===== config.mk =====
export PLATFORM = sky130hd
export DESIGN_NAME = player_bullet_ctrl
export DESIGN_NICKNAME = d
export VERILOG_FILES = /design/src/rtl/si_pkg.sv /design/src/rtl/bullet_slot.sv /design/src/rtl/player_bullet_ctrl.sv
export SDC_FILE = /design/constraint.sdc
export NUM_CORES = 1
export LEC_CHECK = 0
export CAP_MARGIN = 5
export CORE_MARGIN = 2
export CORE_UTILIZATION = 30
export CTS_CLUSTER_SIZE = 10
export DETAILED_ROUTE_END_ITERATION = 6
export PLACE_DENSITY_LB_ADDON = 0.2
export SLEW_MARGIN = 20
export SYNTH_ARGS = -nofsm -noshare
export SYNTH_HDL_FRONTEND = slang
export SYNTH_SLANG_ARGS = --single-unit

===== constraint.sdc =====
create_clock -name Clk -period 1.86 [get_ports Clk]
set_input_delay 0.186 -clock Clk [delete_from_list [all_inputs] [get_ports Clk]]
set_output_delay 0.186 -clock Clk [all_outputs]
set_load 0.02 [all_outputs]

===== src/rtl/si_pkg.sv =====
// Shared screen/coordinate definitions for the shooter sprites, plus small
// elaboration-time helpers used by the bullet controller.
package si_pkg;

  localparam int SCREEN_W = 640;
  localparam int SCREEN_H = 480;
  localparam int COORD_W  = 10;

  typedef logic [COORD_W-1:0] coord_t;

  localparam int SPAWN_Y_DEF     = 440;
  localparam int BULLET_STEP_DEF = 4;

  // Index width for an n-entry table; never collapses to zero bits.
  function automatic int idx_w(input int n);
    return (n > 1) ? $clog2(n) : 1;
  endfunction

endpackage


===== src/rtl/bullet_slot.sv =====
// One player-bullet slot: live flag and X/Y position, with hit > spawn > move
// priority and retirement once the bullet would leave the top of the screen.
module bullet_slot
  import si_pkg::*;
#(
  parameter int BULLET_STEP = BULLET_STEP_DEF,
  parameter int SPAWN_Y     = SPAWN_Y_DEF
) (
  input  logic   Clk,
  input  logic   Reset_n,
  input  logic   spawn,
  input  logic   move,
  input  logic   hit,
  input  coord_t spawn_x,
  output logic   active,
  output coord_t x,
  output coord_t y
);

  localparam coord_t STEP    = coord_t'(BULLET_STEP);
  localparam coord_t START_Y = coord_t'(SPAWN_Y);

  always_ff @(posedge Clk or negedge Reset_n) begin
    if (!Reset_n) begin
      active <= 1'b0;
      x      <= '0;
      y      <= '0;
    end else if (hit) begin
      active <= 1'b0;
    end else if (spawn) begin
      active <= 1'b1;
      x      <= spawn_x;
      y      <= START_Y;
    end else if (move && active) begin
      // Retire instead of subtracting so the unsigned Y never wraps.
      if (y < STEP) begin
        active <= 1'b0;
      end else begin
        y <= y - STEP;
      end
    end
  end

endmodule


===== src/rtl/player_bullet_ctrl.sv =====
// Player bullet controller: turns fire edges into bullet spawns (with cooldown
// and slot-full refusal), advances bullets per frame and retires them on hits.
module player_bullet_ctrl
  import si_pkg::*;
#(
  parameter int MAX_BULLETS     = 4,
  parameter int BULLET_STEP     = BULLET_STEP_DEF,
  parameter int SPAWN_Y         = SPAWN_Y_DEF,
  parameter int COOLDOWN_FRAMES = 8
) (
  input  logic                             Clk,
  input  logic                             Reset_n,
  input  logic                             frame_tick,
  input  logic                             shoot_bullet,
  input  coord_t                           player_X,
  input  logic                             hit_valid,
  input  logic [idx_w(MAX_BULLETS)-1:0]    hit_idx,
  output logic [MAX_BULLETS-1:0]           bullet_active,
  output logic [MAX_BULLETS*COORD_W-1:0]   bullet_x,
  output logic [MAX_BULLETS*COORD_W-1:0]   bullet_y,
  output logic [3:0]                       bullet_count,
  output logic                             fire_denied
);

  localparam int IDX_W = idx_w(MAX_BULLETS);
  localparam int CD_W  = $clog2(COOLDOWN_FRAMES + 1);

  logic                   shoot_q;
  logic                   fire;
  logic [CD_W-1:0]        cooldown;
  logic                   cd_zero;
  logic                   any_free;
  logic                   do_spawn;
  logic [MAX_BULLETS-1:0] free_oh;
  logic [MAX_BULLETS-1:0] spawn_vec;
  logic [MAX_BULLETS-1:0] hit_vec;

  assign fire     = shoot_bullet & ~shoot_q;
  assign cd_zero  = (cooldown == '0);
  assign any_free = ~&bullet_active;
  assign do_spawn = fire & cd_zero & any_free;

  // Lowest clear bit of bullet_active, as a one-hot.
  assign free_oh   = ~bullet_active & (bullet_active + 1'b1);
  assign spawn_vec = do_spawn ? free_oh : '0;

  // Hits on idle slots or out-of-range indices decode to nothing.
  always_comb begin
    hit_vec = '0;
    for (int i = 0; i < MAX_BULLETS; i++) begin
      if (hit_valid && (hit_idx == IDX_W'(i))) begin
        hit_vec[i] = bullet_active[i];
      end
    end
  end

  always_ff @(posedge Clk or negedge Reset_n) begin
    if (!Reset_n) begin
      shoot_q     <= 1'b0;
      cooldown    <= '0;
      fire_denied <= 1'b0;
    end else begin
      shoot_q     <= shoot_bullet;
      fire_denied <= fire & ~do_spawn;
      if (do_spawn) begin
        cooldown <= CD_W'(COOLDOWN_FRAMES);
      end else if (frame_tick && !cd_zero) begin
        cooldown <= cooldown - 1'b1;
      end
    end
  end

  for (genvar g = 0; g < MAX_BULLETS; g++) begin : g_slot
    bullet_slot #(
      .BULLET_STEP (BULLET_STEP),
      .SPAWN_Y     (SPAWN_Y)
    ) u_slot (
      .Clk     (Clk),
      .Reset_n (Reset_n),
      .spawn   (spawn_vec[g]),
      .move    (frame_tick),
      .hit     (hit_vec[g]),
      .spawn_x (player_X),
      .active  (bullet_active[g]),
      .x       (bullet_x[COORD_W*g +: COORD_W]),
      .y       (bullet_y[COORD_W*g +: COORD_W])
    );
  end

  always_comb begin
    bullet_count = '0;
    for (int i = 0; i < MAX_BULLETS; i++) begin
      bullet_count = bullet_count + {3'b000, bullet_active[i]};
    end
  end

endmodule


==> impl_metrics.ini, run 1 <==
[outcome]
status = finished, violations left
violations = negative setup slack

[logic_synthesis]
synth_top_cell_by_area = dfrtp_1
synth_common_cells = 82 x dfrtp_1, 47 x nand2_1, 30 x mux2_2
async_flop_share_pct = 100
synth-edff-count = 0
ys_ff_latch = 82
yosys_warnings = 0
synth_top_area_share_pct = 50.8
synth.area.top_cells = dfrtp_1 51%, mux2_2 8.4%, nand2_1 4.4%, ha_1 2.8%, nor2_1 2.7%
seq_area_frac_synth_pct = 50.8
netlist_area_sq_mm = 0.00404
avgSynthCellArea_sq_um = 10.5
synth_flop_cell = dfrtp_1
yosys.cell_count.top_type = dfrtp_1
yosysUniqueCellTypes = 62
syn_inst = 386

[timing]
post-route-period-util_pct = 111
finalSetupTns_ns = -1.31
final-hold-violation-count = 0
worst_slack_ns = -0.211
slew_headroom_pct = 66.0
rsz0062_at_grt = true
slew_violations = 0
fin_crit_ns = 2.07
clock_skew_ns = 0.00520
fmax_ghz = 0.483
worstMarginPinSlew_ns = 0.505
holdWs_ns = 0.259
setup_violations = 12

[power]
leakagePower_nw = 2.83
power_w = 0.00820
peakVddDrop_uv = 760
power_density_mw_per_mm2 = 1300

[clock_network]
numCtsBuffers = 9
tritoncts = yes
cts.sinks = 82
cts_root_buffer = clkbuf_16
clk_latency_ns = 0.35
clkTransAtPathRegs_ns = 0.06
clk_path_buf_depth = 2
htreeDepth = 3

[worst_setup_path]
r2r_start = g_slot[1].u_slot.y[2]$_DFFE_PN0P_
r2r_slack_ns = -0.15
crit_type = flop to output port
reg2reg_to = g_slot[1].u_slot.y[7]$_DFFE_PN0P_
crit_chain = inv_2 -> fa_1 -> inv_2 -> ha_4 -> ha_4 -> buf_6
worst_setup_path_start_kind = flop
crit_fanout = 2
cp_slowest_cell = fa_1
worstPathArrival_ns = 1.88
rr_worst_depth = 8
end_kind = output port
critPathRequiredTime_ns = 1.67
cpPeakStageDelay_ns = 0.56

[detailed_routing]
first_iter_violations = 222
num_vias = 3564
firstDrtPassIters = 4
wire_per_inst_microns = 15.9
viasPerCell = 4.86
drt_wl_total_microns = 11700
final_antenna_net_count = 0
drc = 0

[placement]
finalWeightedCongestion = 0.798
detailed_place_hpwl_microns = 7990
port_buffers = 96

[floorplan]
dieHeight_microns = 120
io_pins = 106
core_area_sq_mm = 0.0132
rows = 42
die_w_microns = 120
dieArea_sq_mm = 0.0144
initial_core_util_pct = 30.6

[grt]
grt_pass1_wl_microns = 18200
grt_antenna_before_repair = 0
grt_use_total_pct = 16.2
grt_max_degree = 44
gr-total-overflow = 0
grt_pass1_vias = 3593

[cells_and_area]
syn2layout_area_growth_pct = 56.6
drive_gt1_share_pct = 33.2
antennaDiodeCount = 0
final_nets = 579

[job]
cap_viol_max_count = 0

[min_path]
min_path_type = primary input to async pin
==> worst max-delay path by stage <==
stage | startpoint | to | cells after the start | slack [ns]
after floorplan | g_slot[1].u_slot.y[2]$_DFFE_PN0P_ | g_slot[1].u_slot.y[4]$_DFFE_PN0P_ | 8 | -0.14
after global placement | g_slot[0].u_slot.active$_DFFE_PN0P_ | bullet_count[1] | 6 | -0.32
after detailed placement | g_slot[0].u_slot.active$_DFFE_PN0P_ | bullet_count[1] | 6 | -0.36
after CTS | g_slot[3].u_slot.active$_DFFE_PN0P_ | bullet_count[1] | 6 | -0.22
after global routing | g_slot[3].u_slot.active$_DFFE_PN0P_ | bullet_count[1] | 6 | -0.26
final | g_slot[3].u_slot.active$_DFFE_PN0P_ | bullet_count[1] | 6 | -0.21
==> kinds of logic (layout without fill, tap and decap cells) <==
group                    Yosys count  count (layout)  synth area share, %
flip-flops                        82              82                 50.8
XOR/XNOR                           4               4                0.867
multiplexers                      32              32                 8.86
AND/OR/NAND/NOR                  145             145                 19.4
buffers and inverters             46             209                 6.04
other                              1               9               0.0928
adder cells (fa/ha/maj)           10              10                 3.28
AO/OA/AOI/OAI                     66              66                 10.7
==> report_power, final <==
part           switching [W]  internal (W)  total [W]
clock network       0.000752       0.00108    0.00184
logic                0.00185       0.00189    0.00375
registers           0.000331       0.00228    0.00261
==> state kept, by name (all words and copies together) (netlist names) <==
name                  cells
g_slot.u_slot.y          32
g_slot.u_slot.active      4
g_slot.u_slot.x          40
fire_denied               1
shoot_q                   1
cooldown                  4
==> area by class of cell <==
class                      instances  area (sq um)
fill                            1243          6870
sequential                        82          2060
multi-input combinational        266          2000
timing repair buffer             173          1660
clock buffer                      11           243
tap                              176           220
inverter                          20          75.1
clock inverter                     5          62.6
==> stage by stage <==
step           worst slack (ns)  instances  util (%)  cell area [sq um]
2_1_floorplan            -0.137        394         -               4160
6_report                 -0.211        733      48.0               6320
3_3_place_gp             -0.316        701      43.0               5670
4_1_cts                  -0.219        722      46.3               6100
3_5_place_dp             -0.356        701      43.0               5670
5_1_grt                  -0.264        733      48.0               6320
==> placed cells by master (no fill, tap or decap), types with 5 or more instances in the layout <==
cell	count
a21oi_1	13
a21oi_2	5
a31oi_1	10
buf_12	5
buf_4	65
buf_6	8
clkbuf_16	10
clkdlybuf4s50_1	91
conb_1	9
dfrtp_1	74
dfrtp_2	8
ha_4	5
inv_1	10
inv_2	10
mux2_2	30
nand2_1	43
nand3_1	6
nand4_1	5
nor2_1	24
nor3_1	13
nor4_1	9
o21ai_0	12
==> critical path: cells and delay by family, from the launching register on <==
| kind | cells | cell delay (ns) |
|---|---|---|
| flops | 1 | 0.36 |
| fa+ha+maj | 3 | 0.97 |
| buf+inv | 3 | 0.21 |
==> per-layer routing <==
layer	vias up	global-route usage, %	part of all wire [%]
met2	120	24.6	46
met1	1744	19.8	43
met5	-	0	0
met3	16	8.60	9.7
met4	0	5.00	1.4
li1	1684	-	-
==> timing repair <==
action,in CTS,in global routing
pin swaps,5,10
setup buffers,3,9
resized for setup,34,34
endpoints found under the setup margin,14,60
hold endpoints to repair,17,0
gates cloned,1,2
hold buffers,1,0
No activity file was read; power rests on OpenSTA's default activity.
==> run 2, diff against run 1 <==
- CORE_UTILIZATION: 30 -> 44
==> impl_metrics.ini, run 2 (synthesis results as in run 1) <==
[clock_network]
cts_root_buffer = clkbuf_8
htreeDepth = 3
clkTransAtPathRegs_ns = 0.09
clk_path_buf_depth = 2
tritoncts = yes
cts.sinks = 82
clk_latency_ns = 0.35
numCtsBuffers = 9

[worst_setup_path]
cpPeakStageDelay_ns = 0.54
worst_setup_path_start_kind = flop
r2r_start = g_slot[1].u_slot.y[2]$_DFFE_PN0P_
reg2reg_to = g_slot[1].u_slot.y[4]$_DFFE_PN0P_
crit_fanout = 2
r2r_slack_ns = -0.13
crit_type = flop to output port
critPathRequiredTime_ns = 1.67
setup.worst_path.start = g_slot[0].u_slot.active$_DFFE_PN0P_
cp_top_family = adder cells
cp_slowest_cell = fa_1
rr_worst_depth = 8
end_kind = output port
worstPathArrival_ns = 1.88
crit_chain = inv_2 -> fa_1 -> inv_2 -> ha_4 -> ha_4 -> buf_6
cp.buffers_inverters = 3

[cells_and_area]
largest_reg_flops = 40
layout_common_cells = 92 x clkdlybuf4s50_1, 74 x dfrtp_1, 58 x buf_4
drive_gt1_share_pct = 33.2
regMostFlops = g_slot.u_slot.x
syn2layout_area_growth_pct = 50.2
final_nets = 570
reg_top3 = g_slot.u_slot.x x40, g_slot.u_slot.y x32
layout.cells.most_common = clkdlybuf4s50_1
antennaDiodeCount = 0

[power]
switchingPower_w = 0.00290
peakVddDrop_uv = 789
p_int_w = 0.00497
p_comb_share_pct = 47.9
leakagePower_nw = 2.75
power_density_mw_per_mm2 = 1300
p_seq_share_pct = 33.3
power_switching_share_pct = 36.8
clkPwrFrac_pct = 18.8

[detailed_routing]
drt_wl_total_microns = 11100
first_iter_violations = 160
firstDrtPassIters = 6
viasPerCell = 5.49
num_vias = 3599
wire_per_inst_microns = 16.9
final_antenna_net_count = 0
drc = 0

[grt]
grt_max_degree = 42
grt_use_total_pct = 21.8
grt_pass1_wl_microns = 17200
grt_pass1_vias = 3474
grt_antenna_before_repair = 0
gr-total-overflow = 0

[timing]
holdWs_ns = 0.267
setup_violations = 12
fin_crit_ns = 2.07
clock_skew_ns = 0.0103
rsz0062_at_grt = true
post-route-period-util_pct = 111
worst_slack_ns = -0.208
fmax_ghz = 0.484
final-hold-violation-count = 0
slew_violations = 0
finalSetupTns_ns = -1.22

[floorplan]
dieHeight_microns = 99.8
rows = 34
core_area_sq_mm = 0.00881
initial_core_util_pct = 45.9
die_w_microns = 99.8
dieArea_sq_mm = 0.00997
io_pins = 106

[placement]
dp_slack_ns = -0.359
finalWeightedCongestion = 0.842
detailed_place_hpwl_microns = 7600
port_buffers = 96

[outcome]
status = finished, violations left
violations = negative setup slack

[min_path]
min_path_type = primary input to async pin

[job]
cap_viol_max_count = 0
## run 2: cell types whose count changed in the layout (fill, tap and decap cells not counted), sizes merged
| cell | delta |
|---|---|
| clkinvlp | -1 |
| clkbuf | -2 |
| clkdlybuf4s50 | +1 |
| bufinv | +1 |
| inv | +2 |
| buf | -9 |
| dlymetal6s2s | -1 |
## run 2: repair_timing
item	4_1_cts	5_1_grt
hold buffers	1	0
gates cloned	0	2
setup endpoints to repair	29	67
setup buffers	7	11
resized for setup	31	30
endpoints found under the hold margin	21	0
pin swaps	5	12
## run 2: worst max path at each step
| stage | to | slack, ns | cells after the start |
|---|---|---|---|
| 2_1_floorplan | g_slot[1].u_slot.y[4]$_DFFE_PN0P_ | -0.14 | 8 |
| 3_3_place_gp | bullet_count[1] | -0.33 | 6 |
| 3_5_place_dp | bullet_count[1] | -0.36 | 6 |
| 4_1_cts | bullet_count[1] | -0.22 | 6 |
| 5_1_grt | bullet_count[1] | -0.27 | 6 |
| 6_report | bullet_count[1] | -0.21 | 6 |
## run 2: power groups by stage
stage	combinational, W	sequential (W)	clock (W)
6_report	0.00377	0.00262	0.00148
3_5_place_dp	0.00335	0.00264	0
4_1_cts	0.00346	0.00261	0.00149
3_3_place_gp	0.00327	0.00261	0
2_1_floorplan	0.00115	0.00324	0
5_1_grt	0.00405	0.00268	0.00158
## run 2: layout make-up
class                      instances  area [sq um]
multi-input combinational        266          2000
clock inverter                     7          98.8
tap                              108           135
fill                             672          2740
sequential                        82          2060
clock buffer                       9           124
inverter                          20          75.1
timing repair buffer             164          1570
## run 2: stage by stage
step                      std cells  total power, W  cell area, sq um  util, %
after detailed placement        620         0.00599              5500     62.5
after floorplan                 394         0.00439              4160        -
after global routing            656         0.00830              6070     68.9
after CTS                       644         0.00757              5840     66.3
final                           656         0.00787              6070     68.9
after global placement          620         0.00588              5500     62.5
## run 2: metal layers
metal,track usage [%],up-vias,wire length (microns)
met1,28.5,1793,4710
met4,5.90,0,95
met5,0,-,0
met2,36.0,123,5440
li1,-,1673,-
met3,6.20,10,844
